<file path="src/rtl/pipe_pkg.sv">
// Shared definitions for the five-stage pipeline control slice.
package pipe_pkg;

    // Top-level control FSM states.
    typedef enum logic [1:0] {
        BOOT   = 2'd0,
        RUN    = 2'd1,
        FREEZE = 2'd2,
        HALTED = 2'd3
    } ctrl_state_t;

    // Every instruction is one 32-bit word, so sequential fetch steps by 4 bytes.
    localparam int unsigned INSN_BYTES = 4;

    // Canonical NOP (addi x0, x0, 0) loaded into flushed/bubbled registers.
    localparam logic [31:0] NOP = 32'h00000013;

endpackage

</file>
<file path="src/rtl/sat_counter.sv">
// Saturating up-counter used for pipeline performance debug.
module sat_counter #(
    parameter int unsigned WIDTH = 32
) (
    input  logic             clk,
    input  logic             rst_n,
    input  logic             inc,
    output logic [WIDTH-1:0] count
);

    logic [WIDTH-1:0] count_q;
    logic [WIDTH-1:0] count_d;

    // Step by one on inc, but stick at all-ones instead of wrapping.
    always_comb begin
        count_d = count_q;
        if (inc && (count_q != '1)) begin
            count_d = count_q + WIDTH'(1);
        end
    end

    // Counter register, cleared by reset.
    always_ff @(posedge clk or negedge rst_n) begin
        if (!rst_n) begin
            count_q <= '0;
        end else begin
            count_q <= count_d;
        end
    end

    assign count = count_q;

endmodule

</file>
<file path="src/rtl/pipeline_ctrl.sv">
// Central pipeline control: owns the PC, resolves stall/redirect/freeze/halt
// into per-register enable, bubble and flush controls, and counts events.
module pipeline_ctrl
    import pipe_pkg::*;
#(
    parameter int unsigned          REG_WIDTH = 64,
    parameter logic [REG_WIDTH-1:0] RESET_PC  = '0,
    parameter int unsigned          CNT_WIDTH = 32
) (
    input  logic                 clk,
    input  logic                 rst_n,
    input  logic                 stall,
    input  logic                 branch_taken,
    input  logic [REG_WIDTH-1:0] branch_target,
    input  logic                 dmem_busy,
    input  logic                 imem_valid,
    input  logic                 halt_req,
    output logic [REG_WIDTH-1:0] pc,
    output logic                 pc_we,
    output logic                 if_id_we,
    output logic                 if_id_flush,
    output logic                 id_ex_bubble,
    output logic                 ex_mem_we,
    output logic                 mem_wb_bubble,
    output logic                 halted,
    output logic [CNT_WIDTH-1:0] stall_cycles,
    output logic [CNT_WIDTH-1:0] flush_count
);

    ctrl_state_t          state_q;
    ctrl_state_t          state_d;
    logic [REG_WIDTH-1:0] pc_q;
    logic [REG_WIDTH-1:0] pc_d;
    logic                 stallInc;
    logic                 flushInc;

    // Mealy control resolution; in RUN/FREEZE the if/else chain is the priority order.
    always_comb begin
        state_d       = state_q;
        pc_d          = pc_q;
        pc_we         = 1'b0;
        if_id_we      = 1'b0;
        if_id_flush   = 1'b0;
        id_ex_bubble  = 1'b0;
        ex_mem_we     = 1'b1;
        mem_wb_bubble = 1'b0;
        stallInc      = 1'b0;
        flushInc      = 1'b0;
        case (state_q)
            BOOT: begin
                if_id_flush   = 1'b1;
                id_ex_bubble  = 1'b1;
                mem_wb_bubble = 1'b1;
                state_d       = RUN;
            end
            RUN, FREEZE: begin
                state_d = RUN;
                if (halt_req) begin
                    if_id_flush  = 1'b1;
                    id_ex_bubble = 1'b1;
                    state_d      = HALTED;
                end else if (dmem_busy) begin
                    ex_mem_we     = 1'b0;
                    mem_wb_bubble = 1'b1;
                    state_d       = FREEZE;
                end else if (branch_taken) begin
                    pc_d         = branch_target;
                    pc_we        = 1'b1;
                    if_id_flush  = 1'b1;
                    id_ex_bubble = 1'b1;
                    flushInc     = 1'b1;
                end else if (stall) begin
                    id_ex_bubble = 1'b1;
                    stallInc     = 1'b1;
                end else if (!imem_valid) begin
                    if_id_flush = 1'b1;
                end else begin
                    pc_d     = pc_q + REG_WIDTH'(INSN_BYTES);
                    pc_we    = 1'b1;
                    if_id_we = 1'b1;
                end
            end
            HALTED: begin
                ex_mem_we     = 1'b0;
                if_id_flush   = 1'b1;
                id_ex_bubble  = 1'b1;
                mem_wb_bubble = 1'b1;
            end
            default: begin
                state_d = BOOT;
            end
        endcase
        // Reset must quiesce the pipeline immediately, not a cycle later.
        if (!rst_n) begin
            pc_we         = 1'b0;
            if_id_we      = 1'b0;
            ex_mem_we     = 1'b0;
            if_id_flush   = 1'b1;
            id_ex_bubble  = 1'b1;
            mem_wb_bubble = 1'b1;
            stallInc      = 1'b0;
            flushInc      = 1'b0;
        end
    end

    // State and PC registers; reset discards any pending freeze or redirect.
    always_ff @(posedge clk or negedge rst_n) begin
        if (!rst_n) begin
            state_q <= BOOT;
            pc_q    <= RESET_PC;
        end else begin
            state_q <= state_d;
            pc_q    <= pc_d;
        end
    end

    sat_counter #(.WIDTH(CNT_WIDTH)) u_stall_cnt (
        .clk   (clk),
        .rst_n (rst_n),
        .inc   (stallInc),
        .count (stall_cycles)
    );

    sat_counter #(.WIDTH(CNT_WIDTH)) u_flush_cnt (
        .clk   (clk),
        .rst_n (rst_n),
        .inc   (flushInc),
        .count (flush_count)
    );

    assign pc     = pc_q;
    assign halted = (state_q == HALTED);

endmodule

</file>
<file path="config.mk">
export PLATFORM = sky130hd
export DESIGN_NAME = pipeline_ctrl
export DESIGN_NICKNAME = d
export VERILOG_FILES = /design/src/rtl/pipe_pkg.sv /design/src/rtl/sat_counter.sv /design/src/rtl/pipeline_ctrl.sv
export SDC_FILE = /design/constraint.sdc
export NUM_CORES = 1
export LEC_CHECK = 0
export CORE_UTILIZATION = 44
export CTS_CLUSTER_SIZE = 14
export DETAILED_ROUTE_END_ITERATION = 6
export PLACE_DENSITY = 0.76
export SLEW_MARGIN = 0
export SYNTH_ARGS = -nofsm -noshare
export SYNTH_HDL_FRONTEND = slang
export SYNTH_SLANG_ARGS = --single-unit
</file>
<file path="constraint.sdc">
create_clock -name clk -period 2.1 [get_ports clk]
set_input_delay 0.21 -clock clk [delete_from_list [all_inputs] [get_ports clk]]
set_output_delay 0.21 -clock clk [all_outputs]
set_load 0.05 [all_outputs]
</file>
==> metrics.md, run 1 <==
| Metric | Value |
|---|---|
| Slew @ Worst Pin | `0.692 ns` |
| Final setup fails | `4` |
| Clock Latency Late Sink | `~0.43 ns` |
| Total congestion overflow | `0` |
| Peak supply drop | `687 uV` |
| Initial Utilization | `44.9%` |
| HP Class | `in -> reg` |
| Reg-to-reg slack, setup | `-0.07 ns` |
| Gr usage total | `29.1%` |
| Share of post-route cells with drive strength above 1 | `approximately a quarter` |
| Drt total wl | `26.0 mm` |
| Hold Crit Endpoint | `pc[57]` |
| # IOs | `206` |
| Die area | `17500 um2` |
| Outcome | `finished, violations left` |
| Clock Sinks | `between 100 and 150` |
| Worst R2R End | `pc[24]` |
| Asr flop ratio synth | `100%` |
| Buffers plus inverters on the worst setup path | `1` |
| Distinct cells, synth | `60` |
| Starting DRC count in detailed routing | `747` |
| Most frequent cells in the layout | `clkdlybuf4s50_1, buf_4, nand2_1` |
| Hold Vio Cnt, Final | `0` |
| First-pass GRT wire length | `40.3 mm` |
| Mapped Nets | `923` |
| Post-synthesis sequential area ratio | `43.7%` |
| Gpl congestion | `0.899` |
| Cell area power density | `530 nW/um2` |
| Worst hold slack | `0.153 ns` |
| Cell family with most CP delay | `simple AND/OR/NAND/NOR gates` |
| Gate Count Post-Synth | `847` |
| TritonCTS buffer count | `17` |
| Reg2reg path depth | `8` |
| Drt pass-1 iters | `6` |
| CP max-delay cell | `or4_4` |
| Die Height | `between 100 and 150 um` |
| Fin Clk Skew | `between 0.01 and 0.015 ns` |
| Hold path depth | `3` |
| Nets | `approximately 1200` |
| FMAX | `461 MHz` |
| H-tree levels | `4` |
| Initial antenna violation count | `0` |
| CTS max path bufs | `2` |
| Crit path cell chain | `buf_6, ha_4, nand3_4, or3_4, or4_4, or3_1, o21ai_1, a21oi_1` |
| CTS tree | `yes` |
| WS Path Type | `reg -> reg` |
| Largest net degree at the start of global routing | `75` |
| Vias per Instance | `5.89` |
| DP HPWL | `17.7 mm` |
| Failing checks | `setup timing` |
| Diode count | `0` |
| Commonest non-fill, non-tap cell in the layout | `clkdlybuf4s50_1` |
| Via count | `8285` |
| Die W | `132 um` |
| Max-cap violations | `0` |
| Worst flop-to-flop path startpoint | `pc[2]` |
| CP Data Arrival Time | `2.48 ns` |
| Mapped cell area | `7450 um2` |
| Crit path capture type | `register` |
| Worst hold start | `branch_taken` |
| P_leak | `0.00496 uW` |
| Core ar. | `16600 um2` |
| Placed Area | `~11000 um2` |
| CP Data Required Time | `2.41 ns` |
| Slew Limit Fails | `0` |
| Root buffer cell | `clkbuf_16` |
| Period utilisation layout | `103%` |
| Yosys warning count | `0` |
| Port Buffers | `roughly 210` |
| Crit-path max FO | `4` |
| Post-synth EDFFs | `0` |
| Min Tclk post-route | `2.17 ns` |
| Row count | `47` |
| Syn Area/Cell | `8.80 um2` |
| Per-cell routed wire length | `18.5 um` |
| DRC viols | `0` |
| Area delta synth->final | `59.9%` |
| Post-route cell area | `between 10000 and 15000 um2` |
| Yosys reg bits | `130` |
| Critical Path Max Stage Delay | `approximately 0.44 ns` |
| RSZ-0062 raised after global routing | `yes` |
| Vias in the first global route | `7698` |
| CP startpoint kind | `register` |
| Worst-path clk slew | `0.07 ns` |
| Post-DRT Antenna Nets | `0` |
| Post-synth top flop | `dfrtp_1` |
| Worst setup margin | `-0.0673 ns` |
| Slew margin rel. | `53.8%` |
## layout make-up
type | count | area, um2
Clock buffer | 18 | 429
Clock inverter | 14 | 251
Fill cell | 1235 | 4670
Inverter | 15 | 56.3
Multi-Input combinational cell | 664 | 4330
Sequential cell | 130 | 3330
Tap cell | 220 | 275
Timing Repair Buffer | 345 | 3250
## state kept, by name, indices dropped and copies added (netlist names)
signal	flops
u_stall_cnt.count	32
u_flush_cnt.count	32
pc	64
state_q	2
## worst reg2reg max path: cells and delay by family (launching register included)
family	cells	cell delay, ns
simple gates	4	1.21
flops	1	0.40
compound gates	2	0.16
buf+inv	1	0.12
fa+ha+maj	1	0.17
## synth_stat cells, types with 6 or more instances
master / number / area share [%]
nand2_1: 82 / 4.1
inv_1: 15 / 0.76
and4_1: 20 / 2.4
clkbuf_1: 32 / 1.6
xor2_1: 17 / 2.0
and3_1: 32 / 2.7
nor3_1: 24 / 1.6
nor2_1: 74 / 3.7
a31oi_1: 11 / 0.92
o22ai_1: 15 / 1.3
or3_1: 7 / 0.59
or4_1: 6 / 0.60
and2_1: 7 / 0.59
nand3_1: 53 / 3.6
dfrtp_1: 130 / 44
o22a_1: 8 / 0.94
a21oi_1: 56 / 3.8
a311oi_1: 6 / 0.71
o21ai_0: 50 / 3.4
xnor2_1: 45 / 5.3
nand4_1: 51 / 4.3
a22oi_1: 8 / 0.81
o21a_1: 8 / 0.81
nor4_1: 17 / 1.4
## worst max-delay path by stage
stage	from	endpoint	slack, ns	cells past startpoint
global route	pc[2]	pc[24]	-0.13	8
detailed placement	pc[9]	pc[47]	-0.11	6
finish	pc[2]	pc[24]	-0.07	8
floorplan	pc[2]	pc[24]	-0.23	8
global placement	pc[5]	pc[47]	-0.02	6
CTS	pc[12]	pc[63]	-0.08	8
## routing by layer
layer,GRT usage [%],part of all wire [%],wire length [um],up-vias
met4,11.6,2.8,720,0
met3,5.34,7.0,1810,61
met2,46.2,48,12400,381
met1,39.2,42,11000,4030
li1,-,-,-,3813
met5,0,0,0,-
## logic make-up (layout without fill, tap and decap cells)
family / after synthesis / count (layout) / share of synthesized area, %
DFF: 130 / 130 / 43.7
adders and majority gates: 5 / 5 / 0.839
and+or+nand+nor: 400 / 400 / 28.8
AOI/OAI and AO/OA: 191 / 192 / 15.9
buffers and inverters: 54 / 392 / 2.84
xor gates and xnor gates: 62 / 62 / 7.29
muxes: 5 / 5 / 0.705
## through the flow
step	worst slack, ns	util (%)	setup TNS [ns]	instances	total power (uW)
6_report	-0.0673	71.9	-0.198	1406	6320
5_1_grt	-0.133	71.9	-1.07	1406	6480
4_1_cts	-0.0797	70.0	-0.350	1386	6340
3_5_place_dp	-0.107	64.5	-0.217	1333	2880
3_3_place_gp	-0.0242	64.5	-0.0242	1333	2880
2_1_floorplan	-0.227	-	-0.853	847	2650
## what timing repair did
| item | in CTS | in global routing |
|---|---|---|
| hold buffers | 1 | 0 |
| setup buffers | 20 | 18 |
| pin swaps | 4 | 22 |
| endpoints found under the hold margin | 25 | 0 |
| cloned | 0 | 2 |
| gates resized for setup | 12 | 41 |
| setup endpoints to repair | 7 | 65 |
## report_power, final
| group | internal (uW) | switching [uW] |
|---|---|---|
| clock | 2250 | 1220 |
| sequential | 2500 | 0 |
| combinational | 169 | 173 |
Note: power is estimated with default switching activity, not from simulation.
==> inputs of run 2 (changes only) <==
Settings changed: ABC_AREA from default to 1, CORE_UTILIZATION 44 to 47, PLACE_DENSITY 0.76 to 0.77.
==> metrics.md, run 2 <==
| Metric | Value |
|---|---|
| Row count | `51 (+8.5%)` |
| Yosys reg bits | `130 (unchanged)` |
| Count leader, synth | `nand2_1` |
| FMAX | `484 MHz (+4.9%)` |
| Gr usage total | `31.4% (+2.3 points)` |
| Total congestion overflow | `0 (unchanged)` |
| Syn Area/Cell | `6.11 um2 (-31%)` |
| Port Buffers | `205 (unchanged)` |
| Distinct cells, synth | `38 (-37%)` |
| Critical Path Max Stage Delay | `0.43 ns (about the same)` |
| Cell Count Post-Placement | `2043 (+53%)` |
| Die area | `21000 um2 (+20%)` |
| Reg-to-reg slack, setup | `0.13 ns (+0.20 ns)` |
| Total power | `5950 uW (-6.0%)` |
| CP max-delay cell | `dfrtp_1` |
| Vias in the first global route | `9901 (+29%)` |
| H-tree levels | `4 (unchanged)` |
| DP HPWL | `24.4 mm (+38%)` |
| Worst flop-to-flop path startpoint | `pc[13]` |
| Slew Limit Fails | `0 (unchanged)` |
| Slew @ Worst Pin | `0.864 ns (+0.172 ns)` |
| Die W | `145 um (+9.7%)` |
| Worst setup path endpoint | `if_id_we` |
| Drt pass-1 iters | `5 (-1)` |
| Most used cell, CP | `nand2_4` |
| CP startpoint kind | `register` |
| TritonCTS buffer count | `17 (unchanged)` |
| Placed Area | `12200 um2 (+14%)` |
| Peak supply drop | `486 uV (-29%)` |
| Synth top area share | `33.9% (-9.8 points)` |
| CTS max path bufs | `2 (unchanged)` |
| Core ar. | `19700 um2 (+19%)` |
| Drt total wl | `32.1 mm (+23%)` |
| HP Class | `in -> reg` |
| Die Height | `145 um (+9.7%)` |
| P_leak | `0.00586 uW (+18%)` |
| Clock Sinks | `130 (unchanged)` |
| Fin Clk Skew | `0.00997 ns (-0.00407 ns)` |
| Max-cap violations | `0 (unchanged)` |
| Vias per Instance | `5.21 (-12%)` |
| Cell area power density | `461 nW/um2 (-13%)` |
| Min Tclk post-route | `2.07 ns (-0.101 ns)` |
| Final core utilization | `65.4% (-6.4 points)` |
| # IOs | `206 (unchanged)` |
| Share of post-route cells with drive strength above 1 | `7.34% (-19 points)` |
| Crit path cell chain | `ha_4, nand2_4, inv_4, nand2_4, nor4_4, buf_12` |
| Root buffer cell | `clkbuf_16` |
| Outcome | `finished clean` |
| Most frequent cells in the layout | `nand2_1, nor2_1, clkdlybuf4s50_1` |
| Initial antenna violation count | `1 (+1)` |
| Diode count | `0 (unchanged)` |
| Yosys warning count | `0 (unchanged)` |
| Post-synthesis sequential area ratio | `33.9% (-9.8 points)` |
| Worst hold start | `branch_target[0]` |
| Hold Vio Cnt, Final | `0 (unchanged)` |
| Final setup fails | `0 (-4)` |
| Yosys top cell by area | `dfrtp_1` |
| CP Data Required Time | `1.89 ns (-0.52 ns)` |
| Most area-consuming cells after synthesis | `dfrtp_1, nand2_1, nor2_1` |
| Worst R2R End | `pc[41]` |
| Setup_tns | `0 ns (+0.198 ns)` |
| Slew margin rel. | `42.4% (-11 points)` |
| Clock Latency Late Sink | `0.43 ns (about the same)` |
| Period utilisation layout | `98.4% (-4.8 points)` |
| Mapped cell area | `9600 um2 (+29%)` |
| Area delta synth->final | `34.5%` |
| Commonest non-fill, non-tap cell in the layout | `nand2_1` |
| CTS tree | `yes` |
| CP Data Arrival Time | `1.86 ns (-0.62 ns)` |
| Worst-path clk slew | `0.06 ns (about the same)` |
| First-pass GRT wire length | `50.4 mm (+25%)` |
| Reg2reg path depth | `9 (+1)` |
| DRC viols | `0 (unchanged)` |
| WS Path Type | `reg -> out` |
| Crit-path max FO | `3 (-1)` |
| Per-cell routed wire length | `15.4 um (-17%)` |
| Post-synth top flop | `dfrtp_1` |
| Asr flop ratio synth | `100% (unchanged)` |
| Via count | `10800 (+31%)` |
| Max reg flops | `64 (unchanged)` |
| Top cells by count, synth | `nand2_1, nor2_1, inv_1, dfrtp_1, nand3_1` |
| Post-route cell area | `12900 um2 (+8.3%)` |
| Post-DRT Antenna Nets | `0 (unchanged)` |
| Mapped Nets | `1647 (+78%)` |
| Crit path capture type | `output port` |
| Starting DRC count in detailed routing | `947 (+27%)` |
| Gate Count Post-Synth | `1571 (+85%)` |
| Nets | `1875 (+50%)` |
| Largest net degree at the start of global routing | `63 (-16%)` |
| Initial Utilization | `48.7% (+3.7 points)` |
| Worst setup path startpoint | `state_q[1]` |
| Gpl congestion | `0.976 (+8.6%)` |
| Post-synth EDFFs | `0 (unchanged)` |
| Layout Cells excl Fill | `2077 (+48%)` |
==> run 2: area by class of cell <==
type / count / area [um2]
well taps: 265 / 332
fillers: 1783 / 6810
repair buffers: 248 / 2500
inverters: 168 / 637
multi-input cells: 1234 / 5580
flip-flops and latches: 130 / 3250
clock inverters: 12 / 155
clock buffers: 20 / 447
==> run 2: critical path, delay by kind of cell, from the launching register on <==
family        cells  cell delay, ns
fa+ha+maj         1            0.31
simple gates      3            0.45
buf+inv           2            0.24
flops             1            0.43
==> run 2: report_power, final <==
group / leakage (uW) / internal (uW) / switching, uW
registers: 0.00171 / 2510 / 0.508
clock network: 0.000279 / 1900 / 1200
logic: 0.00387 / 159 / 177
==> run 2: layer usage <==
metal,global-route usage (%),vias to the layer above,wire [um]
met5,0,-,0
met4,9.42,0,577
met3,8.65,47,2930
met2,49.1,467,14600
met1,41.9,4959,14000
li1,-,5351,-
==> run 2: how the worst min path moves through the flow <==
stage	end	slack (ns)	depth (start not counted)
3_3_place_gp	pc[15]	0.25	2
5_1_grt	pc[0]	0.32	3
4_1_cts	pc[0]	0.31	3
2_1_floorplan	pc[0]	-0.09	0
6_report	pc[0]	0.31	3
3_5_place_dp	pc[15]	0.24	2
==> run 2: logic make-up (layout without fill, tap and decap cells) <==
kind of cell | count (synthesis) | count (layout) | share of synthesized area, %
AO/OA/AOI/OAI | 125 | 125 | 6.86
flip-flops | 130 | 130 | 33.9
AND/OR/NAND/NOR | 1059 | 1059 | 45.6
adder cells (fa/ha/maj) | 5 | 5 | 0.652
XOR/XNOR | 45 | 45 | 4.11
buffers and inverters | 207 | 448 | 8.92
==> run 2: metrics by stage <==
stage / setup WS [ns] / hold slack, ns
detailed placement: 0.0396 / 0.242
global route: -0.0146 / 0.318
floorplan: 0.00444 / -0.0856
CTS: 0.0180 / 0.306
global placement: 0.0707 / 0.247
finish: 0.0340 / 0.315
==> run 2: what timing repair did <==
action	4_1_cts	5_1_grt
endpoints found under the hold margin	23	0
pin swaps	0	4
setup endpoints to repair	1	42
setup buffers	0	1
cloned	0	0
hold buffers	1	0
resized for setup	1	19
==> inputs of run 3 (changes only) <==
Settings changed: REMOVE_ABC_BUFFERS from default to 1.
==> metrics.md, run 3 (synthesis gave the netlist of run 2 again) <==
| Metric | Value |
|---|---|
| Outcome | `finished, violations left` |
| Failing checks | `DRC, setup timing` |
| Slew @ Worst Pin | `0.601 ns (-0.263 ns)` |
| Critical Path Max Stage Delay | `0.42 ns (about the same)` |
| Min Tclk post-route | `2.17 ns (+0.102 ns)` |
| Cell area power density | `453 nW/um2 (-1.6%)` |
| Setup_tns | `-0.0681 ns (-0.0681 ns)` |
| TritonCTS buffer count | `17 (unchanged)` |
| WS Path Type | `reg -> out` |
| DP HPWL | `23.8 mm (-2.6%)` |
| Nets | `1882 (+0.37%)` |
| Drt total wl | `31.6 mm (-1.6%)` |
| Worst-path clk slew | `0.06 ns (about the same)` |
| Worst setup margin | `-0.0681 ns (-0.102 ns)` |
| CTS max path bufs | `2 (unchanged)` |
| Drt pass-1 iters | `7 (+2)` |
| Diode count | `0 (unchanged)` |
| P_leak | `0.00588 uW (+0.28%)` |
| Largest net degree at the start of global routing | `98 (+56%)` |
| Crit path capture type | `output port` |
| Share of post-route cells with drive strength above 1 | `7.53% (+0.19 points)` |
| Layout Cells excl Fill | `2084 (+0.34%)` |
| Most used cell, CP | `nand2_4` |
| Max-cap violations | `0 (unchanged)` |
| H-tree levels | `4 (unchanged)` |
| Gr usage total | `30.3% (-1.0 points)` |
| # IOs | `206 (unchanged)` |
| Worst hold slack | `0.319 ns (+0.00410 ns)` |
| Buffers plus inverters on the worst setup path | `3 (+1)` |
| Die W | `145 um (unchanged)` |
| RSZ-0062 raised after global routing | `yes` |
| Slew Limit Fails | `0 (unchanged)` |
| Total power | `5850 uW (-1.6%)` |
| Internal Power | `4380 uW (-4.0%)` |
| DRC viols | `1 (+1)` |
| CP startpoint kind | `register` |
| CP Data Arrival Time | `1.96 ns (+0.10 ns)` |
| Total congestion overflow | `0 (unchanged)` |
| Via count | `10800 (-0.45%)` |
| Final setup fails | `1 (+1)` |
| Core ar. | `19700 um2 (unchanged)` |
| Row count | `51 (unchanged)` |
| Gpl congestion | `0.954 (-2.3%)` |
| Cell Count Post-Placement | `2043 (unchanged)` |
| Commonest non-fill, non-tap cell in the layout | `nand2_1` |
| Crit-path max FO | `3 (unchanged)` |
| Clock power frac | `51.2% (-1.0 points)` |
| Vias in the first global route | `9966 (+0.66%)` |
| First-pass GRT wire length | `49.1 mm (-2.5%)` |
| Port Buffers | `205 (unchanged)` |
| Slew margin rel. | `59.8% (+17 points)` |
| Switching share of power | `25.1% (+1.9 points)` |
| Hold Vio Cnt, Final | `0 (unchanged)` |
| FMAX | `461 MHz (-4.7%)` |
| CTS tree | `yes` |
| Post-DRT Antenna Nets | `0 (unchanged)` |
| CP Data Required Time | `1.89 ns (about the same)` |
| Reg power frac | `42.8% (+0.6 points)` |
| Final core utilization | `65.5% (about the same)` |
| Clock Latency Late Sink | `0.43 ns (about the same)` |
| Combinational power share | `6.0% (+0.4 points)` |
| Most frequent cells in the layout | `nand2_1, nor2_1, clkdlybuf4s50_1` |
| Peak supply drop | `549 uV (+13%)` |
| Initial antenna violation count | `1 (unchanged)` |
| Max reg flops | `64 (unchanged)` |
| Period utilisation layout | `103% (+4.9 points)` |
| Area delta synth->final | `34.5% (about the same)` |
| HP Class | `in -> reg` |
| Root buffer cell | `clkbuf_16` |
| Vias per Instance | `5.17 (-0.79%)` |
| Die Height | `145 um (unchanged)` |
| Cell family with most CP delay | `flip-flops` |
| Starting DRC count in detailed routing | `849 (-10%)` |
| Per-cell routed wire length | `15.1 um (-1.9%)` |
| CP max-delay cell | `dfrtp_1` |
| Psw | `1470 uW (+6.4%)` |
| Crit path cell chain | `ha_4, nand2_4, inv_2, nand2_4, nor4_4, buf_4, buf_12` |
| Clock Sinks | `130 (unchanged)` |
| Initial Utilization | `48.7% (unchanged)` |
| Fin Clk Skew | `0.0125 ns (+0.00252 ns)` |
| Die area | `21000 um2 (unchanged)` |
## run 3: what timing repair did
action                                 4_1_cts  5_1_grt
buffers inserted                             0        8
endpoints found under the hold margin      130        0
gates resized for setup                      3        9
pin swaps                                    0        4
setup endpoints to repair                    2       11
hold buffers                                 1        0
## run 3: stage by stage
stage          cell area [um2]  worst slack [ns]
6_report                 12900           -0.0681
5_1_grt                  12900           -0.0862
4_1_cts                  12800          -0.00881
3_5_place_dp             12200            -0.102
3_3_place_gp             12200           -0.0873
2_1_floorplan             9380             -1.25
## run 3: final cells by class
type                            instances  area, um2
Multi-Input combinational cell       1234       5540
Sequential cell                       130       3250
Tap cell                              265        332
Fill cell                            1798       6810
Clock buffer                           19        453
Clock inverter                         13        128
Inverter                              168        634
Timing Repair Buffer                  255       2570
## run 3: path summary, 6_finish.rpt
kind,endpoint,slack [ns],cells past startpoint,start
setup / recovery,if_id_we,-0.07,7,state_q[0]
setup reg to reg,pc[52],0.11,9,pc[8]
hold reg to reg,pc[1],0.49,2,pc[1]
hold / removal,pc[0],0.32,3,branch_target[0]
max in group asynchronous,pc[19],1.13,3,rst_n
min in group asynchronous,pc[2],0.46,3,rst_n
## run 3: power groups by stage
stage                     logic, uW  registers [uW]  clock network, uW
final                           349            2510               3000
after global routing            382            2500               3120
after CTS                       349            2510               3020
after detailed placement        344            2550                  0
after global placement          344            2550                  0
after floorplan                84.5            2560                  0
## run 3: metal layers
| metal | wire, um | global-route usage (%) | up-vias |
|---|---|---|---|
| li1 | - | - | 5384 |
| met1 | 13600 | 39.2 | 4856 |
| met2 | 14200 | 49.3 | 466 |
| met3 | 2570 | 5.50 | 69 |
| met4 | 1210 | 13.7 | 0 |
| met5 | 0 | 0 | - |
## run 3: worst min-delay path, delay by kind of cell
family	cells	cell delay, ns
buffers and inverters	1	0.40
AND/OR/NAND/NOR	2	0.10
